==> src/rtl/fetch_stage_if.sv <==
// Signal bundle between the fetch stage, the PC register, instruction memory and decode.
// Handshakes: a memory request transfers when imem_req && imem_gnt in the same cycle (req may drop
// without a grant); a queue entry transfers to decode when inst_valid && inst_ready.
interface fetch_stage_if;
  logic [31:0] pc_in;
  logic        redirect;
  logic        imem_req;
  logic [31:0] imem_addr;
  logic        imem_gnt;
  logic        imem_rvalid;
  logic [31:0] imem_rdata;
  logic        fetch_stall;
  logic        inst_valid;
  logic [31:0] inst_out;
  logic [31:0] inst_pc;
  logic        inst_ready;

  modport master (
    input  pc_in, redirect, imem_gnt, imem_rvalid, imem_rdata, inst_ready,
    output imem_req, imem_addr, fetch_stall, inst_valid, inst_out, inst_pc
  );

  modport slave (
    output pc_in, redirect, imem_gnt, imem_rvalid, imem_rdata, inst_ready,
    input  imem_req, imem_addr, fetch_stall, inst_valid, inst_out, inst_pc
  );
endinterface

==> src/rtl/fetch_stage.sv <==
// RV32I instruction fetch: one outstanding word request, responses buffered with their PCs
// in a DEPTH-entry queue for decode; a redirect flushes the queue and any request in flight.
module fetch_stage #(
  parameter int DEPTH = 2
) (
  input  logic          clk,
  input  logic          rst,
  fetch_stage_if.master bus,
  output logic [1:0]    dbg_state_o
);
  localparam int PW = $clog2(DEPTH);
  localparam int CW = PW + 1;
  localparam int RW = CW + 1;

  typedef enum logic [1:0] {
    S_IDLE = 2'd0,
    S_WAIT = 2'd1,
    S_DROP = 2'd2
  } state_t;

  state_t        state_q, state_d;
  logic [31:0]   req_pc_q, req_pc_d;
  logic [CW-1:0] count_q, count_d;
  logic [PW-1:0] head_q, head_d, tail_q, tail_d;
  logic [31:0]   inst_mem_q [DEPTH];
  logic [31:0]   pc_mem_q   [DEPTH];

  logic          pop, push, accept, in_wait;
  logic [RW-1:0] reserve;
  logic [31:0]   aligned_pc;
  logic          unused_pc_low;

  assign aligned_pc    = {bus.pc_in[31:2], 2'b00};
  assign unused_pc_low = ^bus.pc_in[1:0];

  assign in_wait = (state_q == S_WAIT);
  assign pop     = (count_q != '0) && bus.inst_ready;
  // Slots already promised: buffered entries plus the one response still on its way.
  assign reserve = {1'b0, count_q} + RW'(in_wait) - RW'(pop);

  assign bus.imem_req  = rst && !bus.redirect && (reserve < RW'(DEPTH)) &&
                         ((state_q == S_IDLE) || (in_wait && bus.imem_rvalid));
  assign bus.imem_addr = aligned_pc;
  assign accept        = bus.imem_req && bus.imem_gnt;
  assign bus.fetch_stall = !accept;
  assign push          = in_wait && bus.imem_rvalid && !bus.redirect;

  assign bus.inst_valid = (count_q != '0);
  assign bus.inst_out   = inst_mem_q[head_q];
  assign bus.inst_pc    = pc_mem_q[head_q];
  assign dbg_state_o    = state_q;

  always_comb begin
    state_d  = state_q;
    req_pc_d = req_pc_q;
    if (accept) req_pc_d = aligned_pc;
    if (bus.redirect) begin
      case (state_q)
        S_WAIT:  state_d = bus.imem_rvalid ? S_IDLE : S_DROP;
        S_DROP:  state_d = bus.imem_rvalid ? S_IDLE : S_DROP;
        default: state_d = S_IDLE;
      endcase
    end else begin
      case (state_q)
        S_IDLE:  state_d = accept ? S_WAIT : S_IDLE;
        S_WAIT:  if (bus.imem_rvalid) state_d = accept ? S_WAIT : S_IDLE;
        S_DROP:  if (bus.imem_rvalid) state_d = S_IDLE;
        default: state_d = S_IDLE;
      endcase
    end
  end

  always_comb begin
    count_d = count_q;
    head_d  = head_q;
    tail_d  = tail_q;
    if (bus.redirect) begin
      count_d = '0;
      head_d  = '0;
      tail_d  = '0;
    end else begin
      if (push) tail_d = tail_q + PW'(1);
      if (pop)  head_d = head_q + PW'(1);
      case ({push, pop})
        2'b10:   count_d = count_q + CW'(1);
        2'b01:   count_d = count_q - CW'(1);
        default: count_d = count_q;
      endcase
    end
  end

  always_ff @(posedge clk or negedge rst) begin
    if (!rst) begin
      state_q  <= S_IDLE;
      req_pc_q <= '0;
      count_q  <= '0;
      head_q   <= '0;
      tail_q   <= '0;
    end else begin
      state_q  <= state_d;
      req_pc_q <= req_pc_d;
      count_q  <= count_d;
      head_q   <= head_d;
      tail_q   <= tail_d;
    end
  end

  always_ff @(posedge clk or negedge rst) begin
    if (!rst) begin
      for (int i = 0; i < DEPTH; i++) begin
        inst_mem_q[i] <= '0;
        pc_mem_q[i]   <= '0;
      end
    end else if (push) begin
      inst_mem_q[tail_q] <= bus.imem_rdata;
      pc_mem_q[tail_q]   <= req_pc_q;
    end
  end
endmodule

==> src/flat_wrapper.sv <==
// flat-port wrapper written by rule: the top's interface ports become plain ports
module fetch_stage_flat 
#(
  parameter int DEPTH = 2
)
  (clk, rst, dbg_state_o, bus_pc_in, bus_redirect, bus_imem_gnt, bus_imem_rvalid, bus_imem_rdata, bus_inst_ready, bus_imem_req, bus_imem_addr, bus_fetch_stall, bus_inst_valid, bus_inst_out, bus_inst_pc);
  fetch_stage_if bus_i ();
  input  logic clk;
  input  logic rst;
  output logic [1:0] dbg_state_o;
  input wire logic [$bits(bus_i.pc_in)-1:0] bus_pc_in;
  input wire logic [$bits(bus_i.redirect)-1:0] bus_redirect;
  input wire logic [$bits(bus_i.imem_gnt)-1:0] bus_imem_gnt;
  input wire logic [$bits(bus_i.imem_rvalid)-1:0] bus_imem_rvalid;
  input wire logic [$bits(bus_i.imem_rdata)-1:0] bus_imem_rdata;
  input wire logic [$bits(bus_i.inst_ready)-1:0] bus_inst_ready;
  output wire logic [$bits(bus_i.imem_req)-1:0] bus_imem_req;
  output wire logic [$bits(bus_i.imem_addr)-1:0] bus_imem_addr;
  output wire logic [$bits(bus_i.fetch_stall)-1:0] bus_fetch_stall;
  output wire logic [$bits(bus_i.inst_valid)-1:0] bus_inst_valid;
  output wire logic [$bits(bus_i.inst_out)-1:0] bus_inst_out;
  output wire logic [$bits(bus_i.inst_pc)-1:0] bus_inst_pc;
  assign bus_i.pc_in = bus_pc_in;
  assign bus_i.redirect = bus_redirect;
  assign bus_i.imem_gnt = bus_imem_gnt;
  assign bus_i.imem_rvalid = bus_imem_rvalid;
  assign bus_i.imem_rdata = bus_imem_rdata;
  assign bus_i.inst_ready = bus_inst_ready;
  assign bus_imem_req = bus_i.imem_req;
  assign bus_imem_addr = bus_i.imem_addr;
  assign bus_fetch_stall = bus_i.fetch_stall;
  assign bus_inst_valid = bus_i.inst_valid;
  assign bus_inst_out = bus_i.inst_out;
  assign bus_inst_pc = bus_i.inst_pc;
  fetch_stage #(.DEPTH(DEPTH)) u_core (.clk(clk), .rst(rst), .bus(bus_i), .dbg_state_o(dbg_state_o));
endmodule
==> config.mk <==
export PLATFORM = sky130hd
export DESIGN_NAME = fetch_stage_flat
export DESIGN_NICKNAME = d
export VERILOG_FILES = /design/src/rtl/fetch_stage_if.sv /design/src/rtl/fetch_stage.sv /design/src/flat_wrapper.sv
export SDC_FILE = /design/constraint.sdc
export NUM_CORES = 1
export LEC_CHECK = 0
export CAP_MARGIN = 20
export CELL_PAD_IN_SITES_DETAIL_PLACEMENT = 0
export CELL_PAD_IN_SITES_GLOBAL_PLACEMENT = 2
export CORE_MARGIN = 10
export CORE_UTILIZATION = 23
export DETAILED_ROUTE_END_ITERATION = 10
export PLACE_DENSITY = 0.54
export SLEW_MARGIN = 10
export SYNTH_ARGS = -nofsm -noshare
export SYNTH_HDL_FRONTEND = slang
export SYNTH_SLANG_ARGS = --single-unit
==> constraint.sdc <==
create_clock -name clk -period 6.4 [get_ports clk]
set_input_delay 0.96 -clock clk [delete_from_list [all_inputs] [get_ports clk]]
set_output_delay 0.96 -clock clk [all_outputs]
set_load 0.005 [all_outputs]
# After elaboration in Yosys (flattened, before gate mapping)

Cells that the tools add are included.

$add $sub $neg: 6
Order comparisons: 4
Eq/ne operators: 6
Mux-type cells: 23
Bitwise logic cells: 2
Reduce and logical (&&, ||, !) cells: 18

Operators by type and width:

| kind                                                                         | count |
|---|---|
| 32-bit two-way mux                                                           | 7 |
| 64-bit bitwise mux                                                           | 2 |
| 32-bit demux with 1-bit select                                               | 1 |
| 2-bit two-way mux                                                            | 6 |
| 1-bit logical AND                                                            | 8 |
| 3-bit inequality test, second input constant                                 | 2 |
| 2-bit one-hot mux with 3 select lines                                        | 1 |
| 2-bit nonzero test                                                           | 3 |
| 1-bit two-way mux                                                            | 5 |
| 2-bit by 1-bit equality test with 1-bit output, second input constant        | 2 |
| 2-bit equality test, second input constant                                   | 2 |
| 2-bit >= comparator, second input constant                                   | 2 |
| 1-bit inverter with 2-bit output                                             | 2 |
| 2-bit one-hot mux with 2 select lines                                        | 1 |
| 2-bit by 1-bit adder with 3-bit output                                       | 1 |
| 3-bit by 2-bit less-than comparator with 1-bit output, second input constant | 1 |
| 3-bit nonzero test                                                           | 1 |
| 3-bit by 1-bit subtractor with 3-bit output                                  | 1 |
| 1-bit adder, second input constant                                           | 2 |
| 2-bit by 1-bit adder with 2-bit output, second input constant                | 1 |
| 1-bit zero test                                                              | 2 |
| 2-bit zero test                                                              | 1 |
| 2-bit by 1-bit less-than comparator with 1-bit output, second input constant | 1 |
| 2-bit AND reduction                                                          | 1 |
| 3 further kinds                                                              | 3 |

Flip-flop bits (word level): 164

# Logic depth before layout (Yosys ltp)

Gate-level depths: netlist (run 1).

Depth after elaboration: 11
Gate-level depth with buffers: 8
Gate-level depth less buffers: 7

# Least setup slack after synthesis (run 1)

OpenSTA, ideal clock, no wires.

Path kind: input to output
Start point: input port bus_inst_ready
End point: output port bus_fetch_stall
Data arrival time: 2.583 ns
Data required time: 5.440 ns
Setup slack: 2.857 ns
Stages: 8
Buffers on the path: 1
Cells stage by stage: o21a_1 > ha_1 > nand2b_1 > fa_1 > nand4b_1 > nor3_4 > buf_6 > inv_1

Word-level cells in the longest chain between the ends: 7

Ends and longest elaborated chain:

| element                                               | RTL line           | RTL |
|---|---|---|
| start: declaration                                    | flat_wrapper.sv:16 | `input wire logic [$bits(bus_i.inst_ready)-1:0] bus_inst_ready;` |
| 1-bit logical AND                                     | fetch_stage.sv:37  | `assign pop = (count_q != '0) && bus.inst_ready;` |
| 3-bit by 1-bit subtractor with 3-bit output           | fetch_stage.sv:39  | `assign reserve = {1'b0, count_q} + RW'(in_wait) - RW'(pop);` |
| 3-bit by 2-bit less-than comparator with 1-bit output | fetch_stage.sv:41  | `assign bus.imem_req = rst && !bus.redirect && (reserve < RW'(DEPTH)) &&` |
| 1-bit logical AND (2 in a row)                        | fetch_stage.sv:41  |  |
| 1-bit logical AND                                     | fetch_stage.sv:44  | `assign accept = bus.imem_req && bus.imem_gnt;` |
| 1-bit zero test                                       | fetch_stage.sv:45  | `assign bus.fetch_stall = !accept;` |
| end: declaration                                      | flat_wrapper.sv:19 | `output wire logic [$bits(bus_i.fetch_stall)-1:0] bus_fetch_stall;` |

No other way between the ends.

# Worst setup path after layout (run 1)

Start point: input port bus_inst_ready
End point: output port bus_imem_req

Word-level cells in the longest chain between the ends: 5

Ends and longest elaborated chain:

| element                                               | RTL line           | RTL |
|---|---|---|
| 1-bit logical AND                                     | fetch_stage.sv:37  |  |
| 3-bit by 1-bit subtractor with 3-bit output           | fetch_stage.sv:39  |  |
| 3-bit by 2-bit less-than comparator with 1-bit output | fetch_stage.sv:41  |  |
| 1-bit logical AND (2 in a row)                        | fetch_stage.sv:41  |  |
| end: declaration                                      | flat_wrapper.sv:17 | `output wire logic [$bits(bus_i.imem_req)-1:0] bus_imem_req;` |

No other way between the ends.

==> results of run 1 <==
==> registers in the layout, indices dropped and copies added (netlist names) <==
name	flops
u_core.inst_mem_q	64
u_core.count_q	2
u_core.pc_mem_q	60
u_core.req_pc_q	30
u_core.tail_q	1
u_core.head_q	1
u_core.dbg_state_o	2
==> synthesized netlist by cell type <==
cell type and instances:
sky130_fd_sc_hd__a32o_1 2, sky130_fd_sc_hd__nand2_1 2, sky130_fd_sc_hd__buf_4 34, sky130_fd_sc_hd__nor3_4 2, sky130_fd_sc_hd__mux2_2 209, sky130_fd_sc_hd__inv_1 6
sky130_fd_sc_hd__nand4b_1 1, sky130_fd_sc_hd__nand2b_1 2, sky130_fd_sc_hd__nand3b_1 1, sky130_fd_sc_hd__xnor2_1 1, sky130_fd_sc_hd__o21a_1 1, sky130_fd_sc_hd__buf_1 4
sky130_fd_sc_hd__o21ai_0 1, sky130_fd_sc_hd__mux2_1 7, sky130_fd_sc_hd__nand2_2 1, sky130_fd_sc_hd__conb_1 1, sky130_fd_sc_hd__nor2_1 5, sky130_fd_sc_hd__and3_1 1
sky130_fd_sc_hd__buf_2 9, sky130_fd_sc_hd__nor2b_1 1, sky130_fd_sc_hd__a21oi_1 3, sky130_fd_sc_hd__buf_6 9, sky130_fd_sc_hd__xor2_1 2, sky130_fd_sc_hd__o311a_1 1
sky130_fd_sc_hd__ha_1 4, sky130_fd_sc_hd__dfrtp_1 160, sky130_fd_sc_hd__nor3_1 1, sky130_fd_sc_hd__clkbuf_1 1, sky130_fd_sc_hd__nand4b_2 1, sky130_fd_sc_hd__fa_1 1
sky130_fd_sc_hd__nor4_1 1, sky130_fd_sc_hd__o21bai_1 1
==> power by group through the flow <==
stage	logic [mW]	clock network [mW]	registers (mW)
after global routing	0.580	1.08	1.24
after CTS	0.550	1.04	1.22
after floorplan	0.245	0	1.21
after global placement	0.540	0	1.22
final	0.528	0.998	1.21
after detailed placement	0.545	0	1.24
==> final timing paths <==
check / start / end
max: bus_inst_ready / bus_imem_req
min: u_core.pc_mem_q[41] / u_core.pc_mem_q[41]
max reg2reg: u_core.count_q[1] / u_core.req_pc_q[5]
min reg2reg: u_core.pc_mem_q[41] / u_core.pc_mem_q[41]
max in group asynchronous: rst / u_core.pc_mem_q[30]
min in group asynchronous: rst / u_core.inst_mem_q[18]
==> through the flow <==
step	total power [mW]	setup slack [ns]	instances
6_report	2.74	1.95	1020
5_1_grt	2.90	1.81	1020
4_1_cts	2.81	1.90	1020
3_5_place_dp	1.78	1.92	988
3_3_place_gp	1.76	1.94	988
2_1_floorplan	1.46	2.86	479
==> kinds of logic after synthesis <==
kind of cell	count (synthesis)	synth area share
muxes	216	0.339
adders and majority gates	5	0.00976
other	1	0.000523
buffers and inverters	63	0.0617
AOI/OAI and AO/OA	9	0.00907
DFF	160	0.558
xor gates and xnor gates	3	0.00366
and+or+nand+nor	19	0.0185
==> layout make-up <==
type / instances / area [um2] / area share
repair buffers: 170 / 1690 / 0.177
inverters: 6 / 22.5 / 0.00236
flip-flops and latches: 160 / 4010 / 0.420
clock buffers: 18 / 429 / 0.0450
well taps: 396 / 495 / 0.0520
multi-input cells: 256 / 2750 / 0.288
clock inverters: 14 / 146 / 0.0154
==> per-layer routing <==
metal | share of wire | vias to the layer above | routed length, um
met5 | 0 | - | 0
met4 | 0.0088 | 0 | 161
met3 | 0.048 | 8 | 870
met2 | 0.53 | 86 | 9700
met1 | 0.41 | 2200 | 7570
li1 | - | 1927 | -
==> worst reg2reg max path, delay by kind of cell (launching register included) <==
kind	cells	cell delay [ns]
buffers and inverters	1	0.50
flip-flops	1	0.45
adder cells (fa/ha/maj)	2	0.78
AND/OR/NAND/NOR	3	0.52
multiplexers	1	0.43
AO/OA/AOI/OAI	1	0.23
==> out/results.tsv, run 1 <==
metric	value	unit
transition time at the pin with the least slew margin	1.00	ns
number of post-CTS setup repair buffers	0	
IO Pins	171	
maximum level of the CTS H-tree	4	
GRT met2 Usage	0.172	
number of clock buffers inserted by TritonCTS	17	
switching power	0.687	mW
worst hold-check path type	reg2reg	
Filler Cells Inserted	3068	
number of max-cap violations	0	
register share of total power	0.443	
Cell variety after synth	32	
number of gates on the worst path with buffers counted	8	
hold buffer count at cts	0	
synthesized cell area	7180	um2
number of antenna violations at the first check in global routing	0	
placement row count	64	
clk root buf	sky130_fd_sc_hd__clkbuf_16	
floorplan die area	38700	um2
Period Utilization, post-route	0.695	
clock group share of total power	0.364	
wire length reported by the detailed router	18.3	mm
gr busiest metal	met2	
met3 track demand over resource	0.0287	
share of cells above drive strength 1	0.404	
TritonCTS Sinks	160	
WP data required	5.44	ns
number of synthesized register bits	160	
Layout Utilization	0.311	
commonest cells after routing, fill and taps aside	sky130_fd_sc_hd__mux2_2, sky130_fd_sc_hd__clkdlybuf4s50_1, sky130_fd_sc_hd__dfrtp_1	
remaining global-route overflow	0	
ordered cell list for the critical path	clkdlybuf4s50_1 > o21a_1 > ha_1 > nand2b_1 > fa_1 > xor2_1 > nor4_1 > clkdlybuf4s50_1	
fraction of power spent switching nets	0.251	
residual antenna-violating net count after detailed routing	0	
largest area contributor in the synthesized netlist	sky130_fd_sc_hd__dfrtp_1	
Avg Cell Area, Syn	15.1	um2
normalized max-slew margin	0.332	
CP delay by family, top	buffers and inverters	
input/output buffers	164	
critical-path cell with the highest stage delay	sky130_fd_sc_hd__clkdlybuf4s50_1	
routed wire length per instance	17.9	um
sum of net half-perimeters after detailed placement	12.1	mm
slowest stage delay, CP	0.58	ns
share of power burned in combinational logic	0.193	
wire length of the first global-routing pass	29.2	mm
final-layout setup total negative slack	0	ns
ratio of routed vias to standard cells	4.14	
via count	4221	
RD Place Congestion	0.676	
slack of the worst reg-to-reg path	3.37	ns
Min-Delay Path Depth	1	
status	completed	
maximum achievable frequency	0.225	GHz
placed cell area	8960	um2
share of synthesized area occupied by flip-flops and latches	0.558	
number of violations reported at the end of detailed-routing iteration 0	70	
Most Frequent Cell on Critical Path	sky130_fd_sc_hd__clkdlybuf4s50_1	
type of element launching the critical path	input port	
floorplan core area	30700	um2
hold slack final	0.485	ns
number of nets in the layout	686	
unrepaired setup endpoints after global routing	false	
iteration count of the initial detailed-routing pass	5	
Synth top area share	0.558	
most common cell after layout, fill and taps aside	sky130_fd_sc_hd__mux2_2	
Internal	2.05	mW
area added between synthesis and finish	32.9	%
Worst Reg2Reg Path Length in Cells	8	
cells taking the most area after synthesis	sky130_fd_sc_hd__dfrtp_1, sky130_fd_sc_hd__mux2_2, sky130_fd_sc_hd__buf_4	
CP bufs+invs	2	
vertical die dimension	197	um
pin count of the biggest net entering global routing	63	
data arrival time of the critical path	3.49	ns
clock latency on the worst-skew pair	0.41	ns
DRC Markers	0	
starting density of the core	0.234	
clock tree from TritonCTS	built	
class of the most critical setup path	in2out	
Horiz. Die Dim	197	um
synthesized instance count	476	
YS warnings	0	
total power density per cell area	287	nW/um2
met1 GRT Util	0.109	
clock-pin slew of the registers on the worst-case setup and hold paths	0.06	ns
leakage dissipation	4.27	nW
largest driver fanout on the critical path	4	
Setup-failing EPs final	0	
n_diodes	0	
endpoint class of the critical path	primary output	
number of failing hold endpoints at the final stage	0	
vias in the first global route	4947	
largest clock skew in the final design	0.00893	ns
number of slew-limit violations in the final report	0	
IR Drop Worst-Case VDD	0.156	mV
Tot GR Track Use	0.0961	
Final min period	4.45	ns
Resize count post-CTS	0	
cell area after layout	9540	um2
maximum root-to-sink buffer count	2	
No activity file was read; power rests on OpenSTA's default activity.
==> inputs of run 2 (changes only) <==
PLACE_DENSITY = 0.57   (was 0.54)
clock period = 4.09 ns   (was 6.4 ns; I/O delays follow)
==> run 2 against run 1 <==
Effect of this change: wire length fell by 2.9%; register-to-register slack worse by 2.3 ns; clock skew rose by 0.0023 ns; sequential cell count did not move; power is 54% higher; die area unchanged; cell count about the same; critical path depth unchanged; count of clock-buffer cells in the layout increased by 2; via count is 1.3% lower.
==> out/results.tsv, run 2 (synthesis results as in run 1) <==
metric	value	unit
non-filler instance count after layout	1019	
clock-pin slew of the registers on the worst-case setup and hold paths	0.07	ns
vertical die dimension	197	um
vias in the first global route	4866	
leakage dissipation	4.25	nW
maximum root-to-sink buffer count	2	
Horiz. Die Dim	197	um
Tot GR Track Use	0.0934	
critical-path cell with the highest stage delay	sky130_fd_sc_hd__clkdlybuf4s50_1	
share of power burned in combinational logic	0.195	
number of max-cap violations	0	
class of the most critical setup path	in2out	
Most flops, register	u_core.inst_mem_q	
clk root buf	sky130_fd_sc_hd__clkbuf_16	
endpoint class of the critical path	primary output	
number of failing hold endpoints at the final stage	0	
count of placed standard cells including taps	987	
IR Drop Worst-Case VDD	0.219	mV
wire length reported by the detailed router	17.8	mm
status	completed	
most common cell after layout, fill and taps aside	sky130_fd_sc_hd__mux2_2	
hold buffer count at cts	0	
final-layout setup total negative slack	0	ns
number of clock buffers inserted by TritonCTS	17	
normalized max-slew margin	0.325	
pin count of the biggest net entering global routing	64	
maximum achievable frequency	0.267	GHz
number of post-CTS setup repair buffers	0	
wire length of the first global-routing pass	28.4	mm
largest clock skew in the final design	0.0112	ns
commonest cells after routing, fill and taps aside	sky130_fd_sc_hd__mux2_2, sky130_fd_sc_hd__clkdlybuf4s50_1, sky130_fd_sc_hd__dfrtp_1	
TritonCTS Sinks	160	
sum of net half-perimeters after detailed placement	11.8	mm
iteration count of the initial detailed-routing pass	4	
switching power	1.06	mW
remaining global-route overflow	0	
Internal	3.16	mW
floorplan core area	30700	um2
clock latency on the worst-skew pair	0.42	ns
IO Pins	171	
Most Frequent Cell on Critical Path	sky130_fd_sc_hd__clkdlybuf4s50_1	
input/output buffers	164	
DRC Markers	0	
ratio of routed vias to standard cells	4.09	
Resize count post-CTS	0	
unrepaired setup endpoints after global routing	false	
worst hold-check path type	in2async	
largest registers	u_core.inst_mem_q x64, u_core.pc_mem_q x60, u_core.req_pc_q x30	
number of slew-limit violations in the final report	0	
Setup-failing EPs final	0	
clock group share of total power	0.353	
floorplan die area	38700	um2
transition time at the pin with the least slew margin	1.01	ns
slowest stage delay, CP	0.57	ns
RD Place Congestion	0.675	
area added between synthesis and finish	32.8	%
largest driver fanout on the critical path	4	
maximum level of the CTS H-tree	4	
number of antenna violations at the first check in global routing	0	
slack of the worst reg-to-reg path	1.09	ns
Final min period	3.75	ns
number of violations reported at the end of detailed-routing iteration 0	117	
CP bufs+invs	2	
data arrival time of the critical path	3.14	ns
placement row count	64	
type of element launching the critical path	input port	
Period Utilization, post-route	0.917	
total power density per cell area	442	nW/um2
clock tree from TritonCTS	built	
ordered cell list for the critical path	clkdlybuf4s50_1 > o21a_1 > ha_1 > nand2b_1 > fa_1 > xor2_1 > nor4_1 > clkdlybuf4s50_1	
register share of total power	0.451	
fraction of power spent switching nets	0.251	
WP data required	3.48	ns
via count	4168	
residual antenna-violating net count after detailed routing	0	
routed wire length per instance	17.4	um
number of nets in the layout	685	
share of cells above drive strength 1	0.401	
hold slack final	0.163	ns
starting density of the core	0.234	
n_diodes	0	
Largest register FFs	64	
CP delay by family, top	buffers and inverters	
[run 2: changes by cell type in the layout (fill, tap and decap cells not counted), sizes merged]
cell,delta
inv,-4
bufinv,-1
clkbuf,+2
clkinvlp,+3
buf,-1
[run 2: metal layers]
metal | track usage | part of all wire | up-vias
li1 | - | - | 1912
met3 | 0.0338 | 0.054 | 5
met2 | 0.157 | 0.50 | 86
met5 | 0 | 0 | -
met4 | 0.0202 | 0.0062 | 0
met1 | 0.112 | 0.44 | 2165
[run 2: worst register-to-register path: cells and delay by family, from the launching register on]
| kind | cells | cell delay (ns) |
|---|---|---|
| flip-flops | 1 | 0.45 |
| buffers and inverters | 1 | 0.48 |
| adder cells (fa/ha/maj) | 2 | 0.79 |
| multiplexers | 1 | 0.43 |
| AO/OA/AOI/OAI | 1 | 0.23 |
| AND/OR/NAND/NOR | 3 | 0.50 |
[run 2: layout make-up]
class | instances | area, um2
multi-input cells | 256 | 2750
repair buffers | 169 | 1710
flip-flops and latches | 160 | 4010
clock inverters | 12 | 100
inverters | 6 | 22.5
fillers | 3061 | 21100
well taps | 396 | 495
clock buffers | 20 | 447
[run 2: worst paths after layout]
kind                                     start                   to  cells past startpoint
max                             bus_inst_ready         bus_imem_req                      8
min                                        rst  u_core.pc_mem_q[15]                      1
max reg2reg                  u_core.count_q[1]   u_core.req_pc_q[9]                      8
min reg2reg                u_core.pc_mem_q[44]  u_core.pc_mem_q[44]                      1
max in group asynchronous                  rst        u_core.head_q                      2
min in group clk           u_core.pc_mem_q[44]  u_core.pc_mem_q[44]                      1
[run 2: stage by stage]
step / setup slack, ns / power, mW / cell area [um2] / utilization
global route: 0.0992 / 4.46 / 9530 / 0.311
global placement: 0.316 / 2.75 / 8980 / 0.293
finish: 0.339 / 4.21 / 9530 / 0.311
floorplan: 1.24 / 2.28 / 7190 / -
CTS: 0.285 / 4.33 / 9530 / 0.311
detailed placement: 0.307 / 2.78 / 8980 / 0.293
[run 2: power by group through the flow]
stage	clock network [mW]	logic (mW)	registers [mW]
after floorplan	0	0.383	1.89
after global placement	0	0.835	1.92
after detailed placement	0	0.847	1.94
after CTS	1.57	0.854	1.90
after global routing	1.63	0.899	1.93
final	1.49	0.823	1.90
